<file path="config.mk">
export PLATFORM = sky130hd
export DESIGN_NAME = fig_instruction_prefetch_flat
export DESIGN_NICKNAME = d
export VERILOG_FILES = /design/src/rtl/fig_instruction_prefetch_if.sv /design/src/rtl/fig_instruction_prefetch.sv /design/src/flat_wrapper.sv
export SDC_FILE = /design/constraint.sdc
export NUM_CORES = 1
export LEC_CHECK = 0
export CORE_MARGIN = 3
export CORE_UTILIZATION = 41
export CTS_CLUSTER_DIAMETER = 30
export DETAILED_ROUTE_END_ITERATION = 7
export HOLD_SLACK_MARGIN = 0.15
export PLACE_DENSITY_LB_ADDON = 0.15
export SKIP_LAST_GASP = 1
export SYNTH_ARGS = -nofsm -noshare
export SYNTH_HDL_FRONTEND = slang
export SYNTH_SLANG_ARGS = --single-unit
</file>
<file path="constraint.sdc">
create_clock -name clk -period 2.13 [get_ports clk]
set_input_delay 0.639 -clock clk [delete_from_list [all_inputs] [get_ports clk]]
set_output_delay 0.639 -clock clk [all_outputs]
set_load 0.005 [all_outputs]
</file>
<file path="src/rtl/fig_instruction_prefetch_if.sv">
// ROM read bus and decoder opcode handshake for fig_instruction_prefetch.
// master: the prefetch stage; slave: the ROM / decoder side.
interface fig_instruction_prefetch_if;
  logic        rom_req;
  logic [23:0] rom_addr;
  logic        rom_ack;
  logic [7:0]  rom_data;
  logic [7:0]  opcode;
  logic        opcode_valid;
  logic        opcode_ready;

  modport master (
    output rom_req, rom_addr, opcode, opcode_valid,
    input  rom_ack, rom_data, opcode_ready
  );

  modport slave (
    input  rom_req, rom_addr, opcode, opcode_valid,
    output rom_ack, rom_data, opcode_ready
  );
endinterface

</file>
<file path="src/rtl/fig_instruction_prefetch.sv">
// Instruction prefetch stage behind R15: issues byte reads at {pbr, pc},
// queues up to two opcodes for the decoder, pulses pcen once per accepted
// fetch and discards in-flight/queued bytes when R15 is reloaded (flush).
// Optional macro IFETCH_TIMEOUT_EN adds a bus watchdog with a sticky
// fetch_error; without it the bus waits indefinitely and fetch_error is 0.
module fig_instruction_prefetch #(
  parameter int QDEPTH  = 2,
  parameter int TIMEOUT = 64
) (
  input  logic                        clk,
  input  logic                        reset,
  input  logic [15:0]                 pc,
  input  logic [7:0]                  pbr,
  input  logic                        cchld,
  input  logic                        flush,
  output logic                        pcen,
  output logic                        fetch_error,
  fig_instruction_prefetch_if.master  bus
);

  typedef enum logic [1:0] {IDLE, REQ, INC, DRAIN} state_t;

  state_t      state, state_n;
  logic [1:0]  count;
  logic [7:0]  q0, q1;
  logic        busy;
  logic        push, pop, clear;
  logic        timeout;
  logic        halt;
  logic        start;

  assign busy  = (state == REQ) || (state == DRAIN);
  assign push  = (state == REQ) && bus.rom_ack && !flush && !timeout;
  assign pop   = (count != 2'd0) && bus.opcode_ready;
  assign clear = flush || timeout;
  assign start = (state == IDLE) && (state_n == REQ);

  // The request line is exactly "a bus transaction is open".
  assign bus.rom_req      = busy;
  assign bus.opcode       = q0;
  assign bus.opcode_valid = (count != 2'd0);
  // R15 gives a reload priority over pcen, so INC pulses even under flush.
  assign pcen             = (state == INC);

`ifdef IFETCH_TIMEOUT_EN
  localparam int TCW = (TIMEOUT > 1) ? $clog2(TIMEOUT + 1) : 1;

  logic [TCW-1:0] tcnt;
  logic           err;

  assign timeout     = busy && !bus.rom_ack && (tcnt == TCW'(TIMEOUT - 1));
  assign halt        = err;
  assign fetch_error = err;

  // Watchdog: counts cycles of an open transaction; error is sticky.
  always_ff @(posedge clk) begin
    if (!reset) begin
      tcnt <= '0;
      err  <= 1'b0;
    end else begin
      if (!busy || bus.rom_ack || timeout) tcnt <= '0;
      else                                 tcnt <= tcnt + TCW'(1);
      if (timeout) err <= 1'b1;
    end
  end
`else
  assign timeout     = 1'b0;
  assign halt        = 1'b0;
  // No watchdog compiled in; TIMEOUT has no effect and the flag reads 0.
  assign fetch_error = (TIMEOUT < 0);
`endif

  // State register.
  always_ff @(posedge clk) begin
    if (!reset) state <= IDLE;
    else        state <= state_n;
  end

  // Next-state logic.
  always_comb begin
    state_n = state;
    case (state)
      IDLE:    if (!cchld && !flush && !halt && (count < 2'(QDEPTH)))
                 state_n = REQ;
      REQ:     if (bus.rom_ack) state_n = flush ? IDLE : INC;
               else if (flush)  state_n = DRAIN;
      DRAIN:   if (bus.rom_ack) state_n = IDLE;
      INC:     state_n = IDLE;
      default: state_n = IDLE;
    endcase
    if (timeout) state_n = IDLE;
  end

  // Fetch address is captured once when the request opens and held.
  always_ff @(posedge clk) begin
    if (!reset)     bus.rom_addr <= 24'h0;
    else if (start) bus.rom_addr <= {pbr, pc};
  end

  // Two-entry opcode FIFO with registered head; clear beats push/pop.
  always_ff @(posedge clk) begin
    if (!reset) begin
      count <= 2'd0;
      q0    <= 8'h0;
      q1    <= 8'h0;
    end else if (clear) begin
      count <= 2'd0;
    end else begin
      case ({push, pop})
        2'b10: begin
          if (count == 2'd0) q0 <= bus.rom_data;
          else               q1 <= bus.rom_data;
          count <= count + 2'd1;
        end
        2'b01: begin
          q0    <= q1;
          count <= count - 2'd1;
        end
        2'b11: begin
          if (count == 2'd1) begin
            q0 <= bus.rom_data;
          end else begin
            q0 <= q1;
            q1 <= bus.rom_data;
          end
        end
        default: ;
      endcase
    end
  end

endmodule
</file>
<file path="src/flat_wrapper.sv">
// flat-port wrapper written by rule: the top's interface ports become plain ports
module fig_instruction_prefetch_flat 
#(
  parameter int QDEPTH  = 2,
  parameter int TIMEOUT = 64
)
  (clk, reset, pc, pbr, cchld, flush, pcen, fetch_error, bus_rom_req, bus_rom_addr, bus_opcode, bus_opcode_valid, bus_rom_ack, bus_rom_data, bus_opcode_ready);
  fig_instruction_prefetch_if bus_i ();
  input  logic clk;
  input  logic reset;
  input  logic [15:0] pc;
  input  logic [7:0] pbr;
  input  logic cchld;
  input  logic flush;
  output logic pcen;
  output logic fetch_error;
  output wire logic [$bits(bus_i.rom_req)-1:0] bus_rom_req;
  output wire logic [$bits(bus_i.rom_addr)-1:0] bus_rom_addr;
  output wire logic [$bits(bus_i.opcode)-1:0] bus_opcode;
  output wire logic [$bits(bus_i.opcode_valid)-1:0] bus_opcode_valid;
  input wire logic [$bits(bus_i.rom_ack)-1:0] bus_rom_ack;
  input wire logic [$bits(bus_i.rom_data)-1:0] bus_rom_data;
  input wire logic [$bits(bus_i.opcode_ready)-1:0] bus_opcode_ready;
  assign bus_rom_req = bus_i.rom_req;
  assign bus_rom_addr = bus_i.rom_addr;
  assign bus_opcode = bus_i.opcode;
  assign bus_opcode_valid = bus_i.opcode_valid;
  assign bus_i.rom_ack = bus_rom_ack;
  assign bus_i.rom_data = bus_rom_data;
  assign bus_i.opcode_ready = bus_opcode_ready;
  fig_instruction_prefetch #(.QDEPTH(QDEPTH), .TIMEOUT(TIMEOUT)) u_core (.clk(clk), .reset(reset), .pc(pc), .pbr(pbr), .cchld(cchld), .flush(flush), .pcen(pcen), .fetch_error(fetch_error), .bus(bus_i));
endmodule
</file>
==> results.md <==
* Fin Hold WS at 454 ps
* Die Width at between 70 and 80 um
* Synth cell types at 35
* VDD IR max at 361 uV
* #FFs+latches synth at 44
* Antenna cells at 0
* Min cycle time layout at around 2000 ps
* Bufs on Longest Clock Path at 2
* Clock sink count at 44
* CTS clk-pin slew, worst paths at roughly 90 ps
* Area leader, netlist: dfxtp_1
* Final hold vios at 0
* FMAX at roughly 490 MHz
* Synth area leaders: dfxtp_1 47%, nand2_1 12%, a21boi_1 7.7%
* Yosys top cell area share at between 40% and 50%
* Gr ovfl total at 0
* Cell area after synthesis at 1860 um^2
* Layout cell share with drive strength beyond 1 at between 10 and 15%
* CTS Buf Count at 5
* Root Buffer: clkbuf_8
* Max-Cap Viols at 0
* WL per Instance at between 10 and 15 um
* Final Total Pwr at 1.64 mW
* CP Class: flip-flop to output port
* Core ar. at ~4200 um^2
* Status: finished, final reports clean
* Most common cell after layout, fill and taps aside: clkdlybuf4s50_1
* CP required at roughly 1500 ps
* Starting Density at around 44%
* CP Launch Type: flip-flop
* Sequential area share after synthesis at between 40 and 50%
* Finished layout cell area at ~2800 um^2
* Clk_skew at 8.82 ps
* Synthesized Nets at 248
* GR Util met3 at under 10%
* Critical Path AT at 1390 ps
* Leakage at ~1.0 nW
* Dpl hpwl at ~3.1 mm
* Skew-Pair Late Insertion Delay at 300 ps
* Site row count at 23
* Layout area overhead at 50.4%
* Commonest non-fill, non-tap cells in the layout: 72 x clkdlybuf4s50_1, 57 x nand2_1, 42 x dfxtp_1
* Buffers added on ports at 72
* Detailed-route wire length at approximately 4.4 mm
* Largest net degree at the start of global routing at 45
* Number of global-route vias before repair at between 1500 and 2000
* GPL Wtd Cong at roughly 0.76
* CP Capture Type: output port
* Post-synth EDFFs at 0
* Via count at about 1700
* Grt peak-use layer: met2
* Placed cell areas at roughly 2700 um^2
* Warnings from Yosys at 0
* First-pass GRT wire length at 7.47 mm
* Share of async-settable or async-resettable flops after synthesis at 0%
* CTS Hold Bufs at 0
* DRC viols at 0
* Final slew viol count at 0
* CTS tree: done
* Class of the worst hold path: flip-flop to flip-flop
* Total power divided by cell area at about 600 nW/um^2
* Final ANT Viol Nets at 0
* Avg Inst Size Synth at around 8.9 um^2
* Full die area at 5370 um^2
* Die height at roughly 73 um
* H-tree levels at 2
* Main flop type after synthesis: dfxtp_1
* Final setup vio count at 0
* RSZ-0062 raised after global routing: no
* GR Util met1 at between 20% and 30%
* Utilization after layout at 66.9%
* IO Pins at between 70 and 80
* Overall Global Routing Usage at about 18%
* Initial antenna violation count at 0
* Initial detailed-routing violation count at 83
* Drt pass-1 iters at 4
* Layout Nets at between 300 and 400
* Syn Inst Count at 208
* Tcrit/Tclk final at a little over nine tenths
* Worst Path Max Fanout at 5
* Met2 Use GR at around 30%
* Via density per instance at 4.97
[logic make-up (layout without fill, tap and decap cells)]
logic type / count (synthesis) / after routing / synth area share (%)
AOI/OAI and AO/OA: 55 / 55 / 20.6
other: 1 / 1 / 0.202
adders and majority gates: 2 / 2 / 1.35
xor gates and xnor gates: 3 / 3 / 1.42
buffers and inverters: 18 / 99 / 5.86
and+or+nand+nor: 78 / 78 / 19.3
DFF: 44 / 44 / 47.4
muxes: 7 / 7 / 3.77
[sequential cells by signal, summed over array words and instances (netlist names)]
name,flops
u_core.count,2
u_core.q1,8
u_core.bus.opcode,8
u_core.state,2
u_core.bus.rom_addr,24
[stage by stage]
| step | worst slack [ps] | cells | TNS, ps |
|---|---|---|---|
| 4_1_cts | 11.8 | 339 | 0 |
| 5_1_grt | 28.9 | 339 | 0 |
| 2_1_floorplan | 355 | 208 | 0 |
| 3_5_place_dp | -145 | 330 | -3810 |
| 6_report | 96.1 | 339 | 0 |
| 3_3_place_gp | -117 | 330 | -3000 |
[layout make-up]
cell class,count,area [um^2]
tap,50,62.6
clock buffer,5,68.8
fill,370,1380
clock inverter,3,18.8
sequential,44,883
timing repair buffer,87,858
multi-input combinational,146,886
inverter,4,15.0
[synthesized netlist by cell type (all sizes together) (2+ instances only)]
library cell and n:
a21boi 33, a21oi 11, and3 3, buf 10, clkbuf 4, dfxtp 44
ha 2, inv 4, mux2i 7, nand2 57, nand3 8, o21ai 8
xnor2 2
[what timing repair did]
item / CTS / global route
cloned: 0 / 0
resized for setup: 2 / 4
endpoints found under the setup margin: 1 / 1
setup buffers: 1 / 0
[power by group]
group / internal (mW) / switching, mW
sequential: 0.851 / 0.0145
clock: 0.229 / 0.286
combinational: 0.163 / 0.0915
total: 1.24 / 0.392
[final timing paths]
kind / startpoint / end / slack, ps / cells past startpoint
setup / recovery: u_core.count[0]$_SDFFE_PP0P_ / bus_opcode_valid / 100 / 4
setup reg to reg: u_core.state[0]$_SDFF_PN0_ / u_core.bus.opcode[7]$_SDFFE_PN0P_ / 510 / 6
hold / removal: u_core.bus.rom_addr[11]$_SDFFE_PN0P_ / u_core.bus.rom_addr[11]$_SDFFE_PN0P_ / 450 / 2
hold reg to reg: u_core.bus.rom_addr[11]$_SDFFE_PN0P_ / u_core.bus.rom_addr[11]$_SDFFE_PN0P_ / 450 / 2
[critical path, cell delays in order, from the launching register on]
cell and delay (ps):
dfxtp_2 340, inv_2 60, ha_4 170, inv_1 50, clkdlybuf4s50_1 490
[metal layers]
| layer | part of all wire (%) | wire length (um) | vias up |
|---|---|---|---|
| met3 | 6.4 | 281 | 7 |
| met2 | 48 | 2120 | 50 |
| met5 | 0 | 0 | - |
| met4 | 1.5 | 68 | 0 |
| li1 | - | - | 850 |
| met1 | 44 | 1940 | 778 |
No activity file was read; power rests on OpenSTA's default activity.
==> RTL edit 1: new RTL, config.mk and constraints unchanged <==
The 4 states of `state_t` get a one-hot encoding in 4 bits.
--- a/src/rtl/fig_instruction_prefetch.sv
+++ b/src/rtl/fig_instruction_prefetch.sv
@@ -19,5 +19,5 @@
 );
 
-  typedef enum logic [1:0] {IDLE, REQ, INC, DRAIN} state_t;
+  typedef enum logic [3:0] {IDLE = 4'b0001, REQ = 4'b0010, INC = 4'b0100, DRAIN = 4'b1000} state_t;
 
   state_t      state, state_n;
Check against the original RTL: no difference found for any inputs over 10 cycles, from zero or initial values and one cycle with reset low; not proved beyond that.
==> RTL edit 1 against the unedited design <==
Area after synthesis up 8.4%; critical path type unchanged; setup slack worse by 0.065 ns; sequential cell count rose by 2; routed wire length is 5.6% higher; total power is 9.4% higher; critical path depth down 1; design area rose by 9.8%; core utilization grew 0.68 points; largest cell class unchanged; sequential share of layout area decreased by 1.3 points; count of clock-buffer cells in the layout up 2; synthesized cell count rose by 6.3%.
==> RTL edit 1: results <==
sta:
  fmax_ghz: 0.476
  fin_hold_ws_ns: 0.465
  fin_skew_ns: 0.00646
drt:
  route.met3.wl_um: 227
  drt-initial-drc-count: 68
  drt-met1-wl_um: 2150
  met2RoutedLength_um: 2210
  via_count: 1781
  totalWireLength_um: 4660
synthesis:
  syn-num-nets: 261
  synthMuxAreaShare_pct: 7.46
  synth-compound-area-share_pct: 19.5
  synth_cell_types: 40
  yosys-top-cells-area: "dfxtp_1, nand2_1, a21boi_0, mux2i_1, nor2b_1"
  yosysSeqAreaShare_pct: 45.7
  synth_fa_ha_area_share_pct: 1.24
hold_path:
  hp-class: "reg2reg"
  min_from: "u_core.bus.rom_addr[10]"
  whs_endpoint: "u_core.bus.rom_addr[10]"
critical_path:
  crit_family: "buffers and inverters"
  crit_fanout: 7
  r2r-start: "u_core.state[1]"
  endpoint: "pcen"
  arrival_ns: 1.46
  reg2reg_to: "u_core.bus.opcode[0]"
  reg2reg_depth: 5
  cp-startpoint: "u_core.state[3]"
layout:
  final_net_count: 346
  drive_gt1_share_pct: 14.3
placed_design:
  pre_cts_slack_ns: -0.177
  place_area_mm2: 0.00293
  dp_hpwl_um: 3350
  routabilityCongestion: 0.823
global_route:
  grt_pass1_vias: 1733
  grt_max_degree: 30
  grt_pass1_wl_um: 8160
  grtUsageMet3_pct: 4.37
  grt_usage_pct: 17.0
  grtUsageMet2_pct: 27.8
  grt_use_met1_pct: 21.7
clocking:
  cts_buffers: 5
  clk_latency_ns: 0.29
  cts_resized: 10
status:
  status: "finished, final reports clean"
power_and_ir_drop:
  ir_drop_v: 0.000453
  p_leak_nw: 1.16
  comb_power_share_pct: 14.4
  powerClk_mw: 0.627
  p_comb_mw: 0.257
  net-switching-power_mw: 0.391
-- RTL edit 1: changes by cell type after synthesis, sizes merged, moves of 4 or more --
cell    change
nand3       -4
nor2        +4
nand2       -6
buf         -4
mux2i       +8
a21boi      -9
nor2b       +9
-- RTL edit 1: layout make-up --
| cell class | instances | area [µm²] |
|---|---|---|
| multi-input cells | 157 | 1020 |
| clock inverters | 1 | 30.0 |
| clock buffers | 7 | 76.3 |
| repair buffers | 90 | 907 |
| well taps | 65 | 81.3 |
| inverters | 6 | 22.5 |
| flip-flops and latches | 46 | 930 |
| fillers | 392 | 1470 |
-- RTL edit 1: through the flow --
stage                     TNS (ns)  utilization, %  std cells
after floorplan                  0               -        221
after global placement       -1.72            64.7        363
after detailed placement     -2.45            64.7        363
after CTS                 -0.00616            67.5        372
after global routing       -0.0382            67.6        372
final                            0            67.6        372
-- RTL edit 1: tightest hold or removal path, delay by kind of cell (launching register included) --
kind / cells / cell delay, ns
simple gates: 1 / 0.05
flops: 1 / 0.31
compound gates: 1 / 0.06
==> RTL edit 2: new RTL, same flow settings <==
Made on the original files. Add a define of `IFETCH_TIMEOUT_EN`.
--- a/src/rtl/fig_instruction_prefetch.sv
+++ b/src/rtl/fig_instruction_prefetch.sv
@@ -4,4 +4,6 @@
 // Optional macro IFETCH_TIMEOUT_EN adds a bus watchdog with a sticky
 // fetch_error; without it the bus waits indefinitely and fetch_error is 0.
+`define IFETCH_TIMEOUT_EN
+
 module fig_instruction_prefetch #(
   parameter int QDEPTH  = 2,
Behaviour: same outputs for any inputs over 10 cycles, from zero or initial values and one cycle with reset low; that may be too few to reach the edited logic, so the function may still have changed.
==> RTL edit 2 against the unedited design <==
Routed wire length increased by 12%; design area up 15%; cell count rose by 13%; sequential cell count is 8 higher; setup slack improved by 0.027 ns; total power up 12%; count of clock-buffer cells in the layout increased by 1; via count up 6.8%; critical path depth fell by 2; area after synthesis is 17% higher; fmax rose by 1.3%.
==> RTL edit 2: results <==
synthesis:
  yosys-top-cells-count: "dfxtp_1, nand2_1, a21boi_0"
  synth_cell_types: 36
  syn-num-nets: 273
  yosysSeqAreaShare_pct: 47.7
  synth_warnings: 0
  yosys-top-cells-area: "dfxtp_1, nand2_1, a21boi_0, mux2i_1, o21ai_2"
power_and_ir_drop:
  ir_drop_v: 0.000343
  p_leak_nw: 1.22
placed_design:
  routabilityCongestion: 0.691
  place_area_mm2: 0.00309
  dp_hpwl_um: 3620
  io_buffers: 73
critical_path:
  cp-startpoint: "u_core.state[0]"
  arrival_ns: 1.37
  critPathMaxStageDelay_ns: 0.44
  slowest_stage: "clkdlybuf4s50_1"
  r2r-start: "u_core.tcnt[0]"
  crit_fanout: 7
  rrSetupSlack_ns: 0.45
hold_path:
  min_from: "u_core.tcnt[0]"
drt:
  drt-initial-drc-count: 64
  via_per_inst: 4.71
  totalWireLength_um: 4950
global_route:
  grt_max_degree: 30
  grt_pass1_vias: 1805
  grt_pass1_wl_um: 8380
  grt_usage_pct: 17.3
layout:
  final_net_count: 355
  drive_gt1_share_pct: 12.7
  largest_reg_flops: 24
clocking:
  cts-root-buf: "clkbuf_8"
  cts_htree_levels: 2
sta:
  fin_skew_ns: 0.00350
status:
  status: "finished, final reports clean"
## RTL edit 2: what timing repair did
item	CTS	global route
setup endpoints to repair	1	1
hold buffers	0	0
resized for setup	2	2
buffers inserted	1	0
## RTL edit 2: kinds of logic after synthesis
kind of cell    count (synthesis)  share of synthesized area [%]
simple gates                   90                           19.1
flops                          52                           47.7
compound gates                 46                           16.9
buf+inv                        18                           4.36
mux                            16                           7.34
xor+xnor                        7                           2.81
fa+ha+maj                       3                           1.72
## RTL edit 2: stage by stage
step | std cells | TNS [ns] | hold WS (ns) | setup WS, ns
2_1_floorplan | 232 | 0 | 0.411 | 0.312
3_3_place_gp | 373 | -0.911 | 0.430 | -0.126
3_5_place_dp | 373 | -1.33 | 0.435 | -0.154
4_1_cts | 382 | 0 | 0.453 | 0.0342
5_1_grt | 382 | 0 | 0.477 | 0.0617
6_report | 382 | 0 | 0.451 | 0.123
## RTL edit 2: power breakdown
part	switching, mW	internal (mW)	total, mW
clock	0.313	0.260	0.572
sequential	0.0141	0.999	1.01
combinational	0.0894	0.155	0.245
total	0.416	1.41	1.83
## RTL edit 2: layout make-up
class                   count  area [µm²]
clock buffers               6        82.6
clock inverters             2        10.0
fillers                   444        1740
inverters                   4        15.0
multi-input cells         162        1050
flip-flops and latches     52        1040
well taps                  67        83.8
repair buffers             89         916
## RTL edit 2: worst reg2reg max path, stage by stage (launching register included)
cell	delay [ns]
dfxtp_1	0.33
ha_1	0.23
nand3_1	0.16
nor4_1	0.07
buf_4	0.13
or3b_1	0.41
buf_12	0.17
o21ai_2	0.12
## RTL edit 2: routing by layer
metal	routed length (µm)	vias to the layer above	share of wire (%)	track usage [%]
met3	440	9	8.9	7.26
met1	2150	803	43	20.1
met4	114	0	2.3	8.25
met5	0	-	0	0
met2	2240	50	45	27.4
li1	-	938	-	-
## RTL edit 2: path summary, 6_finish.rpt
path,endpoint,cells after the start
worst max-delay path,pcen,2
worst min-delay path,u_core.tcnt[0],1
worst max register to register,u_core.bus.opcode[4],7
worst min register to register,u_core.tcnt[0],1
